<file path="src/rtl/vga_pkg.sv">
// Shared constants for the VGA pattern generator: RGB332 colours, active-area geometry, pattern sizes.
// Latency: n/a (package only).
// Backpressure: n/a.
package vga_pkg;

   // RGB332 colours: [7:5] R, [4:2] G, [1:0] B
   localparam logic [7:0] WHITE   = 8'hFF;
   localparam logic [7:0] YELLOW  = 8'hFC;
   localparam logic [7:0] CYAN    = 8'h1F;
   localparam logic [7:0] GREEN   = 8'h1C;
   localparam logic [7:0] MAGENTA = 8'hE3;
   localparam logic [7:0] RED     = 8'hE0;
   localparam logic [7:0] BLUE    = 8'h03;
   localparam logic [7:0] BLACK   = 8'h00;

   localparam int H_ACTIVE  = 640;
   localparam int V_ACTIVE  = 480;
   localparam int BAR_W     = 80;
   localparam int CELL_LOG2 = 5;
   localparam int MBAR_W    = 32;
   localparam int MBAR_STEP = 4;

   typedef enum logic [1:0] {
      MODE_BARS  = 2'd0,
      MODE_CHECK = 2'd1,
      MODE_GRID  = 2'd2,
      MODE_MBAR  = 2'd3
   } mode_t;

   // Colour of each of the 8 vertical bars, left to right
   function automatic logic [7:0] bar_colour(input logic [2:0] idx);
      case (idx)
         3'd0:    return WHITE;
         3'd1:    return YELLOW;
         3'd2:    return CYAN;
         3'd3:    return GREEN;
         3'd4:    return MAGENTA;
         3'd5:    return RED;
         3'd6:    return BLUE;
         default: return BLACK;
      endcase
   endfunction

endpackage

</file>
<file path="src/rtl/vga_bar_decode.sv">
// Maps a pixel column to one of 8 colour-bar indices using comparisons against multiples of BAR_W.
// Latency: combinational.  Backpressure: none.
// Ports: x (pixel column, 10b) -> idx (bar index 0..7, 3b).
module vga_bar_decode
   import vga_pkg::*;
(
   input  logic [9:0] x,
   output logic [2:0] idx
);

   // Highest bar whose left edge is at or left of x wins; no divider needed.
   always_comb begin
      idx = 3'd0;
      for (int i = 1; i < 8; i++) begin
         if (x >= 10'(i * BAR_W))
            idx = 3'(i);
      end
   end

endmodule

</file>
<file path="src/rtl/vga_pattern_gen.sv">
// Test-pattern generator behind a VGA timing stage: colour bars, checkerboard, grid, moving bar.
// Latency: fixed 2 cycles from HS/VS/x/y/blank to HS_O/VS_O/RGB.  Backpressure: none, one pixel per clock.
// Ports: CLK, RST (sync, active-high), HS/VS (active-low syncs), x, y, blank, MODE in; HS_O, VS_O, RGB (RGB332), FRAME out.
module vga_pattern_gen
   import vga_pkg::*;
(
   input  logic       CLK,
   input  logic       RST,
   input  logic       HS,
   input  logic       VS,
   input  logic [9:0] x,
   input  logic [9:0] y,
   input  logic       blank,
   input  logic [1:0] MODE,
   output logic       HS_O,
   output logic       VS_O,
   output logic [7:0] RGB,
   output logic [7:0] FRAME
);

   // stage 1
   logic       hs1, vs1, blank1;
   logic [9:0] x1, y1;
   mode_t      mode1;
   // live1/live2: stage holds a real post-reset sample, so a fall across reset release is ignored
   logic       live1, live2;

   // per-frame state
   mode_t      active_mode;
   logic [9:0] bar_pos;

   logic       frame_start;
   logic [9:0] next_bar;
   logic [2:0] bar_idx;
   logic       in_mbar, on_grid;
   logic [7:0] pattern;

   // VS_O is the stage-2 copy of vs1, so this is a 1->0 edge on the stage-1 VS
   assign frame_start = live2 & VS_O & ~vs1;

   always_comb begin
      next_bar = bar_pos + 10'(MBAR_STEP);
      if ({1'b0, bar_pos} + 11'(MBAR_STEP) > 11'(H_ACTIVE - MBAR_STEP))
         next_bar = '0;
   end

   vga_bar_decode u_bar_decode (
      .x   (x1),
      .idx (bar_idx)
   );

   // 11-bit compare so bar_pos+MBAR_W never wraps back onto the left edge
   assign in_mbar = ({1'b0, x1} >= {1'b0, bar_pos}) &&
                    ({1'b0, x1} <  ({1'b0, bar_pos} + 11'(MBAR_W)));

   assign on_grid = (x1[CELL_LOG2-1:0] == '0) || (y1[CELL_LOG2-1:0] == '0) ||
                    (x1 == 10'(H_ACTIVE - 1)) || (y1 == 10'(V_ACTIVE - 1));

   // Uses the pre-update mode/bar_pos, so the pixel on the frame-start cycle keeps the old frame's look
   always_comb begin
      pattern = BLACK;
      case (active_mode)
         MODE_BARS:  pattern = bar_colour(bar_idx);
         MODE_CHECK: pattern = (x1[CELL_LOG2] ^ y1[CELL_LOG2]) ? WHITE : BLACK;
         MODE_GRID:  pattern = on_grid ? WHITE : BLUE;
         MODE_MBAR:  pattern = in_mbar ? WHITE : BLACK;
         default:    pattern = BLACK;
      endcase
   end

   always_ff @(posedge CLK) begin
      if (RST) begin
         hs1         <= 1'b1;
         vs1         <= 1'b1;
         blank1      <= 1'b1;
         x1          <= '0;
         y1          <= '0;
         mode1       <= MODE_BARS;
         live1       <= 1'b0;
         live2       <= 1'b0;
         HS_O        <= 1'b1;
         VS_O        <= 1'b1;
         RGB         <= BLACK;
         FRAME       <= '0;
         active_mode <= MODE_BARS;
         bar_pos     <= '0;
      end else begin
         hs1    <= HS;
         vs1    <= VS;
         blank1 <= blank;
         x1     <= x;
         y1     <= y;
         mode1  <= mode_t'(MODE);
         live1  <= 1'b1;
         live2  <= live1;

         HS_O <= hs1;
         VS_O <= vs1;
         RGB  <= blank1 ? BLACK : pattern;

         if (frame_start) begin
            active_mode <= mode1;
            bar_pos     <= next_bar;
            FRAME       <= FRAME + 8'd1;
         end
      end
   end

endmodule

</file>
<file path="config.mk">
export PLATFORM = sky130hd
export DESIGN_NAME = vga_pattern_gen
export DESIGN_NICKNAME = d
export VERILOG_FILES = /design/src/rtl/vga_pkg.sv /design/src/rtl/vga_bar_decode.sv /design/src/rtl/vga_pattern_gen.sv
export SDC_FILE = /design/constraint.sdc
export NUM_CORES = 1
export LEC_CHECK = 0
export BUFFER_PORTS_ARGS = -buffer_cell sky130_fd_sc_hd__buf_2
export CAP_MARGIN = 20
export CORE_ASPECT_RATIO = 1.4
export CORE_UTILIZATION = 35
export DETAILED_ROUTE_END_ITERATION = 10
export HOLD_SLACK_MARGIN = 0.15
export PLACE_DENSITY = 0.59
export SLEW_MARGIN = 20
export SYNTH_ARGS = -nofsm -noshare
export SYNTH_HDL_FRONTEND = slang
export SYNTH_HIERARCHICAL = 1
export SYNTH_SLANG_ARGS = --single-unit
</file>
<file path="constraint.sdc">
create_clock -name CLK -period 2.53 [get_ports CLK]
set_clock_uncertainty 0.2 [all_clocks]
set_input_delay 0.1265 -clock CLK [delete_from_list [all_inputs] [get_ports CLK]]
set_output_delay 0.1265 -clock CLK [all_outputs]
set_load 0.005 [all_outputs]
</file>
==> results.json <==
{
  "rsz0062_at_grt": "false",
  "place_congestion": 0.808,
  "synth_flop_cell": "dfxtp_1",
  "outcome": "finished clean",
  "grt_pass1_vias": 2117,
  "drt-initial-drc-count": 92,
  "grt_pass1_wl_um": 9380,
  "port_buffers": 44,
  "setup_viol": 0,
  "start_kind": "register",
  "cts-buffers-inserted": 5,
  "clock_sinks": 50,
  "synth.avg_cell_area_um2": 9.10,
  "ys_seq_area_frac": 0.415,
  "setup_tns_ns": 0,
  "final_area_mm2": 0.00321,
  "root_buffer": "clkbuf_8",
  "syn_inst": 265,
  "yosys.area.top_type": "dfxtp_1",
  "power_density_mw_per_mm2": 476,
  "synthesis.nets": 309,
  "post_cts_buffers": 0,
  "comb_power_share": 0.121,
  "grtUsageTotal": 0.165,
  "die_y_um": 100,
  "synthTopCellsByArea": "dfxtp_1 41%, ha_1 8.8%, nor2b_1 6.2%",
  "maxCapViolations": 0,
  "period_share": 0.920,
  "rows": 35,
  "core_area_mm2": 0.00661,
  "final_nets": 392,
  "max_slew_margin": 0.657,
  "wl_per_cell_um": 12.6,
  "totalWireLength_um": 5570,
  "clk_pin_slew_ns": 0.10,
  "placed_area_mm2": 0.00271,
  "crit_path_end_kind": "register",
  "yosys_warnings": 6,
  "final_antenna_net_count": 0,
  "antenna_found_initial": 0,
  "grt_overflow": 0,
  "ys_ff_latch": 50,
  "fmax_ghz": 0.430,
  "vias": 2158,
  "critPathKind": "reg -> reg",
  "hold_class": "reg -> reg",
  "hpwl_um": 3800,
  "drive_gt1_frac": 0.201,
  "worstPathArrival_ns": 2.31,
  "cts_max_path_buffers": 2,
  "cts.repair.resized": 0,
  "clkPwrFrac": 0.325,
  "worstSkewPairLatency_ns": 0.31,
  "yosys.area.top_type_share": 0.415,
  "hold_viol": 0,
  "p_seq_frac": 0.554,
  "viasPerCell": 4.89,
  "p_int_w": 0.00113,
  "drv_slew": 0,
  "fp.dieW_um": 72.2,
  "ctsHoldBuffers": 41,
  "antennaDiodeCount": 0,
  "fp.dieArea_mm2": 0.00723,
  "grt_max_degree": 29,
  "fin_crit_ns": 2.33,
  "drcViolationCount": 0,
  "worstMarginPinSlew_ns": 0.515,
  "switchingPower_w": 0.000396,
  "synth_edf_count": 0,
  "pin_count": 45,
  "synth.distinct_cells": 47,
  "async_flop_share": 0,
  "cts_tree": "done",
  "drt_pass1_iterations": 4,
  "fillCellCount": 610,
  "area_growth_pct": 33.2,
  "worstPathRequired_ns": 2.51,
  "post-route-util": 0.486,
  "ir_worst_vdd_v": 0.000258,
  "syn_area_mm2": 0.00241,
  "p_sw_frac": 0.259,
  "finalPower_w": 0.00153,
  "p_leak_nw": 1.34,
  "initial_core_util": 0.365,
  "cp_max_fo": 9,
  "htree_levels": 2
}
## worst paths after layout
check                  start     end  slack, ns  cells past startpoint
setup / recovery  bar_pos[5]  RGB[4]       0.20                      8
hold / removal           hs1    HS_O       0.22                      1
setup reg to reg  bar_pos[5]  RGB[4]       0.20                      8
hold reg to reg          hs1    HS_O       0.22                      1
## through the flow
stage | cells | setup WS (ns) | hold WS (ns)
2_1_floorplan | 265 | 0.496 | 0.0303
4_1_cts | 441 | 0.262 | 0.223
3_3_place_gp | 392 | 0.317 | 0.109
3_5_place_dp | 392 | 0.256 | 0.113
5_1_grt | 441 | 0.0555 | 0.245
6_report | 441 | 0.202 | 0.224
## cell usage in the layout, fill, tap and decap left out, types with 5 or more instances in the layout
cell type	instances
a21oi_1	12
nand4_1	5
nor2_1	17
nor2b_1	24
nand3_1	8
nor4_1	5
ha_1	17
inv_1	16
xor2_1	8
o21ai_0	5
buf_2	44
dfxtp_1	50
nand2_1	21
xnor2_1	6
dlygate4sd3_1	41
clkbuf_8	5
or2_2	6
## logic make-up (layout without fill, tap and decap cells)
family / after synthesis / in the layout / share of synthesized area
simple gates: 105 / 105 / 0.240
flops: 50 / 50 / 0.415
compound gates: 47 / 47 / 0.144
buf+inv: 31 / 115 / 0.0576
fa+ha+maj: 18 / 18 / 0.0928
xor+xnor: 14 / 14 / 0.0508
## synthesized netlist by cell type (3+ instances only)
master    instances
nor2_1           17
or4_1             3
a31oi_1           4
o211ai_1          4
dfxtp_1          50
nor4_1            5
nor3_1            3
inv_1            16
clkbuf_1          7
or2_2             6
o21ai_0           5
o221ai_1          3
nand3_1           8
buf_4             6
ha_1             17
a21oi_1          12
xor2_1            8
xnor2_1           6
nor2b_1          24
nand2_1          21
nand4_1           5
## critical path, stage by stage (launching register included)
cell and delay, ns:
dfxtp_1 0.48, nand3_1 0.19, xnor2_1 0.17, ha_1 0.29
nand2_1 0.06, a2111oi_0 0.36, o211ai_1 0.14, o311ai_1 0.16
a311oi_1 0.15
## power by group through the flow
stage | Combinational, W | Clock, W | Sequential [W]
2_1_floorplan | 0.0000970 | 0 | 0.000854
3_3_place_gp | 0.000132 | 0 | 0.000865
3_5_place_dp | 0.000135 | 0 | 0.000865
4_1_cts | 0.000183 | 0.000511 | 0.000847
5_1_grt | 0.000205 | 0.000538 | 0.000853
6_report | 0.000185 | 0.000497 | 0.000848
## final cells by class
class | instances | area (um^2) | area share
multi-input cells | 184 | 1270 | 0.396
flip-flops and latches | 50 | 1000 | 0.311
repair buffers | 89 | 661 | 0.206
well taps | 92 | 115 | 0.0358
clock buffers | 5 | 68.8 | 0.0214
inverters | 18 | 67.6 | 0.0210
clock inverters | 3 | 28.8 | 0.00895
## state kept, by name, summed over array words and instances, names as in the netlist, 2 cells and up
| signal | count |
|---|---|
| active_mode | 2 |
| mode1 | 2 |
| FRAME | 8 |
| x1 | 10 |
| bar_pos | 8 |
| y1 | 10 |
| RGB | 3 |
## per-layer routing
metal	global-route usage	share of wire	vias to the layer above	wire, um
met5	0	0	-	0
met2	0.287	0.52	36	2900
met4	0.0890	0.026	0	147
li1	-	-	1096	-
met3	0.0201	0.020	14	111
met1	0.193	0.43	1012	2410
Power figures use the tool's default switching activity.
